<file path="src/rtl/hangman_link_pkg.sv">
// Shared definitions for the board-to-board letter link, used by both the receiver and the transmitter.
package hangman_link_pkg;

  typedef enum logic [2:0] {
    IDLE,
    START,
    DATA,
    STOP,
    WAIT_HIGH
  } rx_state_t;

  localparam int DEFAULT_CLKS_PER_BIT = 1042;

  localparam logic [7:0] SUBMIT_WORD = 8'h0D;
  localparam logic [7:0] GAME_END    = 8'h04;

endpackage

</file>
<file path="src/rtl/sync_2ff.sv">
// Single-bit two-flop synchroniser for an asynchronous input; 2-cycle latency, reset value set by RST_VAL.
module sync_2ff #(
  parameter logic RST_VAL = 1'b1
) (
  input  logic clk,
  input  logic nRst,
  input  logic d,
  output logic q
);

  logic meta;

  always_ff @(posedge clk) begin
    if (!nRst) begin
      meta <= RST_VAL;
      q    <= RST_VAL;
    end else begin
      meta <= d;
      q    <= meta;
    end
  end

endmodule

</file>
<file path="src/rtl/uart_msg_rx.sv">
// 8N1 UART receiver: mid-bit sampling into a holding register with valid/ack; rx_valid rises about 3+(CLKS_PER_BIT-1)/2+9*CLKS_PER_BIT cycles after the start edge.
// The line cannot be stalled: a byte arriving before the previous one is acked overwrites it and sets the sticky overrun flag.
module uart_msg_rx
  import hangman_link_pkg::*;
#(
  parameter int CLKS_PER_BIT = DEFAULT_CLKS_PER_BIT,
  parameter int DATA_BITS    = 8
) (
  input  logic                 clk,
  input  logic                 nRst,
  input  logic                 rx_serial,
  input  logic                 rx_ack,
  output logic [DATA_BITS-1:0] rx_data,
  output logic                 rx_valid,
  output logic                 framing_error,
  output logic                 overrun,
  output logic                 busy
);

  localparam int               CNT_W    = $clog2(CLKS_PER_BIT);
  localparam logic [CNT_W-1:0] HALF_CNT = CNT_W'((CLKS_PER_BIT - 1) / 2);
  localparam logic [CNT_W-1:0] BIT_CNT  = CNT_W'(CLKS_PER_BIT - 1);
  localparam logic [2:0]       LAST_IDX = 3'(DATA_BITS - 1);

  rx_state_t            state;
  rx_state_t            state_nxt;
  logic                 rx_s;
  logic [CNT_W-1:0]     cnt;
  logic [2:0]           idx;
  logic [DATA_BITS-1:0] shift;

  logic cnt_run;
  logic cnt_clr;
  logic idx_inc;
  logic idx_clr;
  logic sample_bit;
  logic load;
  logic ferr;

  sync_2ff #(
    .RST_VAL(1'b1)
  ) u_rx_sync (
    .clk (clk),
    .nRst(nRst),
    .d   (rx_serial),
    .q   (rx_s)
  );

  always_ff @(posedge clk) begin
    if (!nRst) begin
      state <= IDLE;
    end else begin
      state <= state_nxt;
    end
  end

  always_comb begin
    state_nxt  = state;
    cnt_run    = 1'b0;
    cnt_clr    = 1'b0;
    idx_inc    = 1'b0;
    idx_clr    = 1'b0;
    sample_bit = 1'b0;
    load       = 1'b0;
    ferr       = 1'b0;
    case (state)
      IDLE: begin
        if (!rx_s) begin
          state_nxt = START;
          cnt_clr   = 1'b1;
        end
      end
      START: begin
        cnt_run = 1'b1;
        // Re-check the line half a bit in; a high line here was only a glitch.
        if (cnt == HALF_CNT) begin
          cnt_clr   = 1'b1;
          state_nxt = rx_s ? IDLE : DATA;
        end
      end
      DATA: begin
        cnt_run = 1'b1;
        if (cnt == BIT_CNT) begin
          cnt_clr    = 1'b1;
          sample_bit = 1'b1;
          if (idx == LAST_IDX) begin
            idx_clr   = 1'b1;
            state_nxt = STOP;
          end else begin
            idx_inc = 1'b1;
          end
        end
      end
      STOP: begin
        cnt_run = 1'b1;
        if (cnt == BIT_CNT) begin
          cnt_clr = 1'b1;
          if (rx_s) begin
            load      = 1'b1;
            state_nxt = IDLE;
          end else begin
            ferr      = 1'b1;
            state_nxt = WAIT_HIGH;
          end
        end
      end
      WAIT_HIGH: begin
        // A break holds the line low; wait it out so it reports only one error.
        if (rx_s) begin
          state_nxt = IDLE;
        end
      end
      default: begin
        state_nxt = IDLE;
      end
    endcase
  end

  always_ff @(posedge clk) begin
    if (!nRst) begin
      cnt           <= '0;
      idx           <= '0;
      shift         <= '0;
      rx_data       <= '0;
      rx_valid      <= 1'b0;
      framing_error <= 1'b0;
      overrun       <= 1'b0;
    end else begin
      if (cnt_clr) begin
        cnt <= '0;
      end else if (cnt_run) begin
        cnt <= cnt + 1'b1;
      end

      if (idx_clr) begin
        idx <= '0;
      end else if (idx_inc) begin
        idx <= idx + 3'd1;
      end

      if (sample_bit) begin
        shift[idx] <= rx_s;
      end

      framing_error <= ferr;

      // A load wins over ack; an ack in the same cycle only suppresses overrun.
      if (load) begin
        rx_data  <= shift;
        rx_valid <= 1'b1;
        overrun  <= rx_valid & ~rx_ack;
      end else if (rx_valid && rx_ack) begin
        rx_valid <= 1'b0;
        overrun  <= 1'b0;
      end
    end
  end

  assign busy = (state != IDLE);

endmodule

</file>
<file path="config.mk">
export PLATFORM = sky130hd
export DESIGN_NAME = uart_msg_rx
export DESIGN_NICKNAME = d
export VERILOG_FILES = /design/src/rtl/hangman_link_pkg.sv /design/src/rtl/sync_2ff.sv /design/src/rtl/uart_msg_rx.sv
export SDC_FILE = /design/constraint.sdc
export NUM_CORES = 1
export LEC_CHECK = 0
export CAP_MARGIN = 20
export CORE_AREA = 2 2 54 76
export CTS_BUF_LIST = sky130_fd_sc_hd__clkbuf_8
export DETAILED_ROUTE_END_ITERATION = 10
export DIE_AREA = 0 0 56 78
export GPL_TIMING_DRIVEN = 0
export PLACE_DENSITY = 0.75
export SLEW_MARGIN = 20
export SYNTH_ARGS = -nofsm -noshare
export SYNTH_HDL_FRONTEND = slang
export SYNTH_SLANG_ARGS = --single-unit
export TNS_END_PERCENT = 10
</file>
<file path="constraint.sdc">
create_clock -name clk -period 1.95 [get_ports clk]
set_input_delay 0.2925 -clock clk [delete_from_list [all_inputs] [get_ports clk]]
set_output_delay 0.2925 -clock clk [all_outputs]
set_load 0.05 [all_outputs]
</file>
* Word-level counts from Yosys, hierarchy flattened
Cells that the tools add are included.
** Storage, ports and cells
- Logic and storage cells :: 71
- Bits in registers :: 38
** Operators by class
- $add $sub $neg :: 2
- $lt $le $gt $ge :: 2
- Reductions and logical operators :: 11
- Eq/ne operators :: 13
- Multiplexer cells :: 30
- Bitwise gates (word level) :: 3
** Operators by type and width (number)
- $mux 3 :: 7
- $mux 1 :: 18
- $pmux 3 s5 :: 1
- $add 11x1->11 const B :: 1
- $eq 11x10->1 const B :: 1
- $eq 11x11->1 const B :: 1
- $ne 2x2->1 const B :: 5
- $bwmux 8 :: 1
- $eq 3x2->1 const B :: 2
- $eq 3x3->1 const B :: 2
- $reduce_and 6->1 :: 1
- $reduce_or 2->1 :: 3
- $lt 3x4->1 const B :: 1
- $add 3x1->3 const B :: 1
- $demux 1 s3 :: 1
- $eq 3x1->1 const B :: 1
- $ge 3x1->1 const B :: 1
- $logic_not 3->1 :: 1
- $pmux 1 s3 :: 1
- $reduce_and 3->1 :: 1
- $reduce_bool 3->1 :: 1
- $reduce_or 3->1 :: 1
- $logic_and 1x1->1 :: 2
- $mux 2 :: 1
- 4 further kinds :: 5

* Depth between registers and ports, before layout
- Depth after elaboration :: 5
- Mapped depth :: 7
- Depth with buffers taken out :: 6

* Cells and area by module
From an unflattened synthesis, not the netlist that was laid out.
** Unflattened totals
- Cell total of the unflattened synthesis :: 196
- Area total of the unflattened synthesis :: 1801.7 µm²
** Modules (own cells, without submodules)
- uart_msg_rx :: cells an instance 192, instances 1, area an instance 1749.2 µm²
- sync_2ff :: cells an instance 4, instances 1, area an instance 52.6 µm²

* Least setup slack after synthesis
No wires, ideal clock.
- Kind :: reg2reg
- Start point :: reg cnt[5]
- End point :: reg cnt[0]
- Stages on the path, launching flop included :: 7
- Buffers on the path :: 2
- Data arrival time :: 1.742 ns
- Path slack :: 0.076 ns
- Data required time :: 1.818 ns
- Cell sequence :: dfxtp_1 or4_1 buf_2 nor3_2 a21boi_1 buf_4 nor3_1
** Between the ends
- Word-level cells in the longest chain between the ends :: 4
** RTL lines
- start, declared :: line uart_msg_rx.sv:28 : logic [CNT_W-1:0] cnt;
- start signal, assigned :: line uart_msg_rx.sv:132 : cnt <= cnt + 1'b1;
- $eq 11x11->1 or $eq 11x10->1 (tied branches) :: line uart_msg_rx.sv:83, uart_msg_rx.sv:96, uart_msg_rx.sv:76
- $mux 1, on equally long branches :: line uart_msg_rx.sv:83, uart_msg_rx.sv:96, uart_msg_rx.sv:76
- $pmux 1 s3 * :: line uart_msg_rx.sv:66 : case (state)
- $reduce_or 2->1 (no source line) *
Every way passes the cells marked *; elsewhere a longest branch is shown, timed or not.
A chain may end at the register's enable or synchronous reset.

* Final worst setup path
- Start point :: reg cnt[5]
- End point :: reg cnt[8]
** Between the ends
- Word-level cells in the longest chain between the ends :: 4
** RTL lines (line)
- $eq 11x11->1 or $eq 11x10->1 (tied branches) :: uart_msg_rx.sv:83, uart_msg_rx.sv:96, uart_msg_rx.sv:76
- $mux 1, on equally long branches :: uart_msg_rx.sv:83, uart_msg_rx.sv:96, uart_msg_rx.sv:76
- $pmux 1 s3 :: uart_msg_rx.sv:66
- $reduce_or 2->1 (no source line)
Parallel ways exist; a longest one is shown, timed or not.

==> run metrics <==
Final Power=1430 uW; crit-path max FO=10; CP Capture Type=flip-flop; post-synthesis register bit count=38; Worst-path clk slew=roughly 0.070 ns; area leader, netlist=dfxtp_1; ys async rst share=0%; dpl cells=266; cell family contributing the most delay on the critical path=simple AND/OR/NAND/NOR gates; final period utilization=98.8%; Post-Synth Simple-Gate Area=30.8%; fmax=519 MHz; pwr dens=629 nW/um^2; die height=78 um; syn_area_per_cell=just over 9 sq um; Post-synth top flop=dfxtp_1; Port Buf Inserts=15; clk_skew=0.00687 ns; xor/xnor share of the synthesized area=4.08%; final net count=239; Routed WL=3.84 mm; Slew headroom=66.6%; Initial Util=between 50% and 60%; first-pass GRT wire length=roughly 6.6 mm; Hold Fails Final Rpt=0; Final HPWL DP=2.77 mm; Compound-Gate Fraction of Synth Area=between 7 and 8%; row cnt=26; DRC=0; CP bufs+invs=2; post-DR wirelength/cell=around 14 um; Fillers=323; Comb power frac=approximately 8.6%; vias in the first global route=1482; kind of critical path=flip-flop to flip-flop; clock power share=35.4%; count of different cell masters after synthesis=44; setup slack, reg-to-reg=0.02 ns; Worst Setup SP=cnt[5]$_SDFFE_PP0P_; core footprint=roughly 3600 sq um; io pins=16; DR WL met3=122 um; cell mode on critical path=buf_6; Hold/Removal Path Class=flip-flop to flip-flop; leakage power=0.000869 uW; Slew Viols, Final=0; met1 wire length=1.64 mm; CTS tree=done; Worst EP required=between 2 and 2.5 ns; final RePlAce weighted congestion=0.800; Vias/cell=about 5.7; crit path launch type=flip-flop; die width=56 um; largest family of logic cells by synthesized area=simple AND/OR/NAND/NOR gates; fin cells=272; All-Layer GR Usage=19.3%; Via Count=1552; MaxCap Viol Count=0; status=finished clean; Worst EP arrival=2.08 ns; cell with the most instances after synthesis=dfxtp_1; Die Footprint=4370 sq um; sequential area share after synthesis=39.4%; Crit path largest cell delay=between 0.5 and 0.6 ns; Area contributors post-synth=dfxtp_1 (39%), mux2i_1 (10%), nand2_1 (4.9%); Clock Latency Late Sink=0.29 ns; diodes inserted=0; fin crit period=1.93 ns; Post-synth EDFFs=0; syn_nets=218; sequential cell area=766 sq um; total grt overflow=0; post-route ant nets=0; TritonRoute pass-1 iters=4; antenna violations before repair=0; reg-to-reg critical path startpoint=cnt[5]$_SDFFE_PP0P_; Area Growth Syn to Fin=17.6%; post-synthesis mux area share=just over 10%; H-tree depth=2; most frequent cells after synthesis=dfxtp_1 (38), nand2_1 (25), mux2i_1 (20), nor2_1 (10), nor3_1 (9); highest routed layer=met4; share of power burned in registers=56.0%; Least-Margin Pin Slew=0.499 ns; endpoints failing setup=0; internal power=1080 uW; hold_sp=u_rx_sync.meta$_SDFF_PN1_; mapped cell area=1930 sq um; worst-path cell chain=or4_4, buf_6, nor3_4, a21boi_4, buf_6, nor3_1; Max IR drop VDD=426 uV; slowest CP cell=or4_4; Hold Buf Count CTS=0; Sw Share=24.7%; Clock Sink Count=38; DR iter-0 viols=28; CTS Root Buffer Type=clkbuf_8; multi-input logic area=roughly 1100 sq um; Post-Synthesis Cells=about 210; layout cells sized above 1=13.5%; Max Root-Sink Buffers=2; NetSw=354 uW; Post-Synth Adder-Cell Area=3.24%; metal2 WL=2.00 mm; Yosys top cell area share=roughly two fifths; pin count of the biggest net entering global routing=12; Yosys warnings=0; TritonCTS Buffers=5; RSZ-0062 raised after global routing=true
registers in the layout (all words and copies together), names as in the netlist:
register and cells:
cnt 11, framing_error 1, idx 3, overrun 1, rx_data 8, rx_valid 1
shift 8, state 3, u_rx_sync.meta 1, u_rx_sync.q 1
routing by layer:
metal | vias to the layer above | track usage (%)
met1 | 718 | 21.4
met3 | 7 | 5.00
met4 | 0 | 7.14
met2 | 28 | 34.7
li1 | 799 | -
met5 | - | 0
worst register-to-register path: stages, from the launching register on:
cell and delay, ns:
dfxtp_2 0.34, or4_4 0.53, buf_6 0.15, nor3_4 0.30
a21boi_4 0.26, buf_6 0.16, nor3_1 0.06
kinds of logic after synthesis:
logic type | Yosys count
AOI/OAI and AO/OA | 20
xor gates and xnor gates | 9
buffers and inverters | 19
and+or+nand+nor | 98
DFF | 38
adders and majority gates | 5
muxes | 20
cells in the final DEF, fill, tap and decap left out, types with 3 or more instances in the layout:
master	Yosys	routed
and4bb_2	3	3
nand2_1	25	25
clkdlybuf4s50_1	0	14
nor2b_1	7	7
mux2i_1	20	20
nor4_1	3	3
a21oi_1	3	3
dfxtp_1	38	34
or3_1	5	5
nor3_1	9	9
nand4b_1	4	4
nand2b_1	5	5
nor4b_1	3	3
nand4_1	6	6
clkbuf_1	6	5
nor2_1	10	10
clkbuf_8	0	5
xnor2_1	7	7
inv_1	6	6
nand3_1	5	5
buf_6	0	3
ha_1	5	5
o21ai_0	3	3
dfxtp_2	0	4
layout make-up:
class | instances | share of cell area [%]
Sequential cell | 38 | 33.7
Inverter | 6 | 0.991
Buffer | 12 | 3.41
Clock buffer | 5 | 3.03
Timing Repair Buffer | 15 | 6.55
Multi-Input combinational cell | 152 | 49.6
Tap cell | 42 | 2.31
Clock inverter | 2 | 0.440
power groups by stage:
stage / Combinational (uW) / Sequential (uW) / Clock, uW
2_1_floorplan: 90.8 / 813 / 0
3_3_place_gp: 122 / 817 / 0
3_5_place_dp: 124 / 817 / 0
4_1_cts: 122 / 799 / 525
5_1_grt: 137 / 803 / 557
6_report: 123 / 801 / 506
worst paths after layout:
check,endpoint,depth (start not counted)
max,cnt[8]$_SDFFE_PP0P_,6
min,u_rx_sync.q$_SDFF_PN1_,1
max reg2reg,cnt[8]$_SDFFE_PP0P_,6
min reg2reg,u_rx_sync.q$_SDFF_PN1_,1
metrics by stage:
step	hold WS (ns)	area (sq um)	worst slack [ns]	util [%]	setup TNS, ns
after floorplan	0.386	1930	0.0756	-	0
after global placement	0.414	2140	-0.184	58.6	-1.83
after detailed placement	0.410	2140	-0.210	58.6	-2.10
after CTS	0.428	2240	0.00663	61.5	0
after global routing	0.438	2270	-0.0483	62.4	-0.520
final	0.427	2270	0.0229	62.4	0
what timing repair did:
| action | 4_1_cts | 5_1_grt |
|---|---|---|
| gates resized for setup | 8 | 9 |
| setup endpoints to repair | 15 | 27 |
| gates cloned | 0 | 0 |
| setup buffers | 0 | 0 |
| pin swaps | 0 | 3 |
Power figures use the tool's default switching activity.
